[config.mk]
export PLATFORM = sky130hd
export DESIGN_NAME = actuation_vote_unit
export DESIGN_NICKNAME = d
export VERILOG_FILES = /design/src/rtl/rts_actuation_pkg.sv /design/src/rtl/division_watchdog.sv /design/src/rtl/actuation_vote_unit.sv
export SDC_FILE = /design/constraint.sdc
export NUM_CORES = 1
export LEC_CHECK = 0
export ABC_AREA = 1
export BUFFER_PORTS_ARGS = -buffer_cell sky130_fd_sc_hd__buf_4
export CORE_MARGIN = 2
export CORE_UTILIZATION = 45
export CTS_BUF_LIST = sky130_fd_sc_hd__clkbuf_4 sky130_fd_sc_hd__clkbuf_8
export CTS_CLUSTER_SIZE = 24
export DETAILED_ROUTE_END_ITERATION = 12
export HOLD_SLACK_MARGIN = 0.08
export PLACE_DENSITY = 0.67
export SYNTH_ARGS = -nofsm -noshare
export SYNTH_HDL_FRONTEND = slang
export SYNTH_SLANG_ARGS = --single-unit
[constraint.sdc]
create_clock -name clk -period 3.9 [get_ports clk]
set_input_delay 0.39 -clock clk [delete_from_list [all_inputs] [get_ports clk]]
set_output_delay 0.39 -clock clk [all_outputs]
set_load 0.1 [all_outputs]
[src/rtl/rts_actuation_pkg.sv]
// Shared definitions for the reactor-trip actuation vote path: channel and
// device indices, the per-device seal-in state and the coincidence popcount.
package rts_actuation_pkg;

  localparam int CH_T = 0;
  localparam int CH_P = 1;
  localparam int CH_S = 2;

  localparam int DEV0 = 0;
  localparam int DEV1 = 1;

  typedef enum logic {
    IDLE   = 1'b0,
    SEALED = 1'b1
  } act_state_t;

  function automatic int unsigned popcount(input logic [31:0] v);
    int unsigned n;
    n = 0;
    for (int i = 0; i < 32; i++) begin
      n = n + {31'b0, v[i]};
    end
    return n;
  endfunction

endpackage

[src/rtl/division_watchdog.sv]
// One instrumentation division: always-ready handshake, latest trip vector,
// saturating silence counter and the fail-safe effective trip vector.
module division_watchdog #(
  parameter int NChannels = 3,
  parameter int Timeout   = 1000,
  parameter int TW        = $clog2(Timeout + 1)
) (
  input  logic                 clk,
  input  logic                 rst,
  input  logic [NChannels-1:0] trip_i,
  input  logic                 valid_i,
  output logic                 ready_o,
  output logic                 stale_o,
  output logic [NChannels-1:0] eff_trip_o
);

  localparam logic [TW-1:0] TMAX = TW'(Timeout);

  logic                 ready_q;
  logic [NChannels-1:0] lat_q, lat_d;
  logic [TW-1:0]        cnt_q, cnt_d;
  logic                 xfer;

  assign xfer = valid_i & ready_q;

  always_comb begin
    lat_d = lat_q;
    cnt_d = cnt_q;
    if (xfer) begin
      lat_d = trip_i;
      cnt_d = '0;
    end else if (cnt_q != TMAX) begin
      cnt_d = cnt_q + TW'(1);
    end
  end

  always_ff @(posedge clk or posedge rst) begin
    if (rst) begin
      ready_q <= 1'b0;
      lat_q   <= '0;
      cnt_q   <= '0;
    end else begin
      ready_q <= 1'b1;
      lat_q   <= lat_d;
      cnt_q   <= cnt_d;
    end
  end

  // A silent division votes as tripped on every channel.
  assign stale_o    = (cnt_q == TMAX);
  assign eff_trip_o = lat_q | {NChannels{stale_o}};
  assign ready_o    = ready_q;

endmodule

[src/rtl/actuation_vote_unit.sv]
// 2-out-of-N coincidence vote per trip channel feeding two sealed-in
// actuation devices; releasing a device needs reset_req with demand gone.
module actuation_vote_unit
  import rts_actuation_pkg::*;
#(
  parameter int NDivisions = 4,
  parameter int NChannels  = 3,
  parameter int Timeout    = 1000,
  parameter int TW         = $clog2(Timeout + 1)
) (
  input  logic                            clk,
  input  logic                            rst,
  input  logic [NDivisions*NChannels-1:0] trip_in,
  input  logic [NDivisions-1:0]           trip_valid,
  output logic [NDivisions-1:0]           trip_ready,
  input  logic [1:0]                      manual_trip,
  input  logic                            reset_req,
  output logic [NChannels-1:0]            vote,
  output logic [NDivisions-1:0]           stale,
  output logic [1:0]                      actuate
);

  localparam int CW = $clog2(NDivisions + 1);

  logic [NDivisions*NChannels-1:0] eff_flat;
  logic [NDivisions-1:0]           col [NChannels];
  logic [NChannels-1:0]            vote_q, vote_d;
  logic [1:0]                      dem;
  act_state_t                      st_q [2];
  act_state_t                      st_d [2];

  for (genvar d = 0; d < NDivisions; d++) begin : g_div
    division_watchdog #(
      .NChannels(NChannels),
      .Timeout  (Timeout),
      .TW       (TW)
    ) u_wd (
      .clk       (clk),
      .rst       (rst),
      .trip_i    (trip_in[NChannels*d +: NChannels]),
      .valid_i   (trip_valid[d]),
      .ready_o   (trip_ready[d]),
      .stale_o   (stale[d]),
      .eff_trip_o(eff_flat[NChannels*d +: NChannels])
    );
  end

  // Regroup effective trips by channel for the coincidence count.
  for (genvar c = 0; c < NChannels; c++) begin : g_col
    for (genvar d = 0; d < NDivisions; d++) begin : g_bit
      assign col[c][d] = eff_flat[NChannels*d + c];
    end
  end

  always_comb begin
    vote_d = '0;
    for (int c = 0; c < NChannels; c++) begin
      vote_d[c] = (CW'(popcount(32'(col[c]))) >= CW'(2));
    end
  end

  always_ff @(posedge clk or posedge rst) begin
    if (rst) begin
      vote_q <= '0;
    end else begin
      vote_q <= vote_d;
    end
  end

  assign vote = vote_q;

  // Manual trip bypasses the vote register for one-edge response.
  assign dem[DEV0] = vote_q[CH_T] | vote_q[CH_P] | manual_trip[DEV0];
  assign dem[DEV1] = vote_q[CH_S] | manual_trip[DEV1];

  always_ff @(posedge clk or posedge rst) begin
    if (rst) begin
      for (int i = 0; i < 2; i++) st_q[i] <= IDLE;
    end else begin
      for (int i = 0; i < 2; i++) st_q[i] <= st_d[i];
    end
  end

  always_comb begin
    for (int i = 0; i < 2; i++) begin
      st_d[i] = st_q[i];
      case (st_q[i])
        IDLE:    if (dem[i]) st_d[i] = SEALED;
        SEALED:  if (reset_req && !dem[i]) st_d[i] = IDLE;
        default: st_d[i] = IDLE;
      endcase
    end
  end

  always_comb begin
    actuate = '0;
    for (int i = 0; i < 2; i++) begin
      actuate[i] = (st_q[i] == SEALED);
    end
  end

endmodule

==> run summary <==
Setup Skew: 0.01116 ns
post-synthesis sequential area ratio: 0.4666
Die X: 87.14 um
distinct cell type count after synthesis: 24
leak pwr: 1.819 nW
Area Overhead vs Synth: 16.25%
global-route wire length before repair: 10.75 mm
pre-CTS setup slack: 2.034 ns
Synthesis Warnings: 0
Cells after Synth: 371
most common cell in the netlist: nand2_1
post-route cell area: 3616 um2
Worst-path clk slew: 0.06 ns
Synth Register Bits: 58
CP Max Fanout: 7
Post-DP HPWL: 4.475 mm
die height: 87.14 um
Post-Layout Cell Count: 491
Met1 Wirelength: 2.839 mm
WP data required: 3.51 ns
area share of the largest cell type after synthesis: 0.4666
Rel. slew slack: 0.5330
Worst Setup SP: g_div[0].u_wd.cnt_q[0]
initial antenna violation count: 0
core region area: 6756 um2
crit path to: stale[0]
wire length on met3: 236 um
RSZ-0062 raised after global routing: no
PnR worst setup slack: 1.715 ns
TritonCTS clock tree: yes
I/O Pins: 34
pwr dens: 490.9 nW/um2
WL/cell: 12.24 um
top cell types by occurrence after synthesis: 92 x nand2_1, 58 x dfrtp_1, 54 x inv_1
largest net degree at the start of global routing: 34
Post-route DRC: 0
clock latency on the worst-skew pair: 0.33 ns
total power: 1.775 mW
dpl cells: 477
fin crit share: 0.5601
initial drt markers: 80
remaining antenna violation count: 0
Max Buffers Root-to-Sink: 2
# Post-CTS Setup Buffers: 0
row count: 30
top sig layer: met4
top cells by area, synth: dfrtp_1 47%, nand2_1 11%, inv_1 6.5%
EDFF count, synth: 0
Die Footprint: 7593 um2
fin crit period: 2.185 ns
FF-to-FF End: vote[0]
leading area contributor after synthesis: dfrtp_1
fmax: 0.4578 GHz
worst-margin pin slew: 0.6994 ns
R2R depth: 10
Port Buffers: 33
post-CTS sizing: 0
Total Routed Length: 6.011 mm
vias in the first global route: 2372
Layout Nets: 440
CP Launch Type: flop
drt pass-1 iters: 4
endpoint arrival time on the critical path: 1.79 ns
syn_nets: 403
Post-DP Area: 3406 um2
vias after detailed routing: 2358
R2R Setup Slk: 2.03 ns
Starting Density: 0.4604
Via density: 4.802
H-Tree Level Count: 3
Most used DFF post-synth: dfrtp_1
Post-Syn Area per Cell: 8.384 um2
RePlAce Congestion: 0.8327
min-delay worst type: input pin to asynchronous set/reset pin
RR Startpoint: g_div[1].u_wd.cnt_q[0]
final setup fails: 0
Hold Worst Slack: 0.1721 ns
Antenna Cells: 0
met2 WL: 2.807 mm
ys async rst share: 1.000
gr usage total: 0.1828
remaining global-route overflow: 0
hold_buf cts: 0
Slew Limit Fails: 0
clk sink count: 58
Mapped Area: 3110 um2
Max VDD drop: 0.3384 mV
Max-Cap Viols: 0
share of layout cells above drive strength 1: 0.2214
status: finished, final reports clean
Root Driver: clkbuf_8
post-layout utilization of the core: 0.5352
final hold violations: 0
CTS buffer count: 9
Setup crit end kind: output pin
crit path kind: flop to output pin
Final TNS setup: 0 ns
## routing by layer
metal / vias up / track usage
li1: 1217 / -
met1: 1088 / 0.2393
met2: 41 / 0.2915
met3: 12 / 0.05403
met4: 0 / 0.06154
met5: - / 0
## report_power, final
part           leakage [nW]  internal, mW  switching, mW
Clock                 0.109         0.376          0.223
Combinational         0.958         0.133          0.251
Sequential            0.752         0.691          0.101
Total                  1.82          1.20          0.575
## layout make-up
cell class	instances	area, um2
Multi-Input combinational cell	245	1374
Tap cell	80	100.1
Sequential cell	58	1451
Timing Repair Buffer	34	255.2
Inverter	60	225.2
Fill cell	644	3141
Clock buffer	11	145.1
Clock inverter	3	65.06
## layout by cell type (no fill, tap or decap), types with 8 or more instances in the layout
| master | instances |
|---|---|
| nand2_1 | 92 |
| dfrtp_1 | 58 |
| inv_1 | 53 |
| buf_4 | 34 |
| nand3_1 | 24 |
| nor2_1 | 24 |
| a21oi_1 | 14 |
| o21ai_0 | 13 |
| nand4_1 | 13 |
| nor2_4 | 10 |
| clkbuf_8 | 10 |
| nand2_2 | 8 |
| ha_1 | 8 |
## state kept, by name (all words and copies together) (netlist names)
register	cells
vote	3
g_div.u_wd.cnt_q	40
g_div.u_wd.lat_q	12
g_div.u_wd.ready_o	1
actuate	2
## cells by family after synthesis
group / count (synthesis) / synth area share
AOI/OAI and AO/OA: 27 / 0.04344
xor gates and xnor gates: 11 / 0.03097
adders and majority gates: 11 / 0.05149
buffers and inverters: 68 / 0.09171
DFF: 58 / 0.4666
other: 1 / 0.001206
and+or+nand+nor: 195 / 0.3146
## critical path, cell delays in order, from the launching register on
cell     delay [ns]
dfrtp_1        0.41
inv_1          0.10
ha_1           0.14
nand3_1        0.07
nor2_1         0.17
nand2_1        0.19
inv_1          0.10
buf_4          0.29
## how the worst min path moves through the flow
stage / slack [ns] / cells after the start / to / from
2_1_floorplan: 0.44 / 2 / g_div[1].u_wd.lat_q[0] / g_div[1].u_wd.lat_q[0]
3_3_place_gp: 0.49 / 2 / g_div[1].u_wd.lat_q[1] / g_div[1].u_wd.lat_q[1]
3_5_place_dp: 0.50 / 2 / g_div[1].u_wd.lat_q[1] / g_div[1].u_wd.lat_q[1]
4_1_cts: 0.20 / 2 / g_div[1].u_wd.cnt_q[8] / rst
5_1_grt: 0.23 / 2 / g_div[1].u_wd.cnt_q[4] / rst
6_report: 0.17 / 2 / g_div[1].u_wd.cnt_q[4] / rst
No activity file was read; power rests on OpenSTA's default activity.
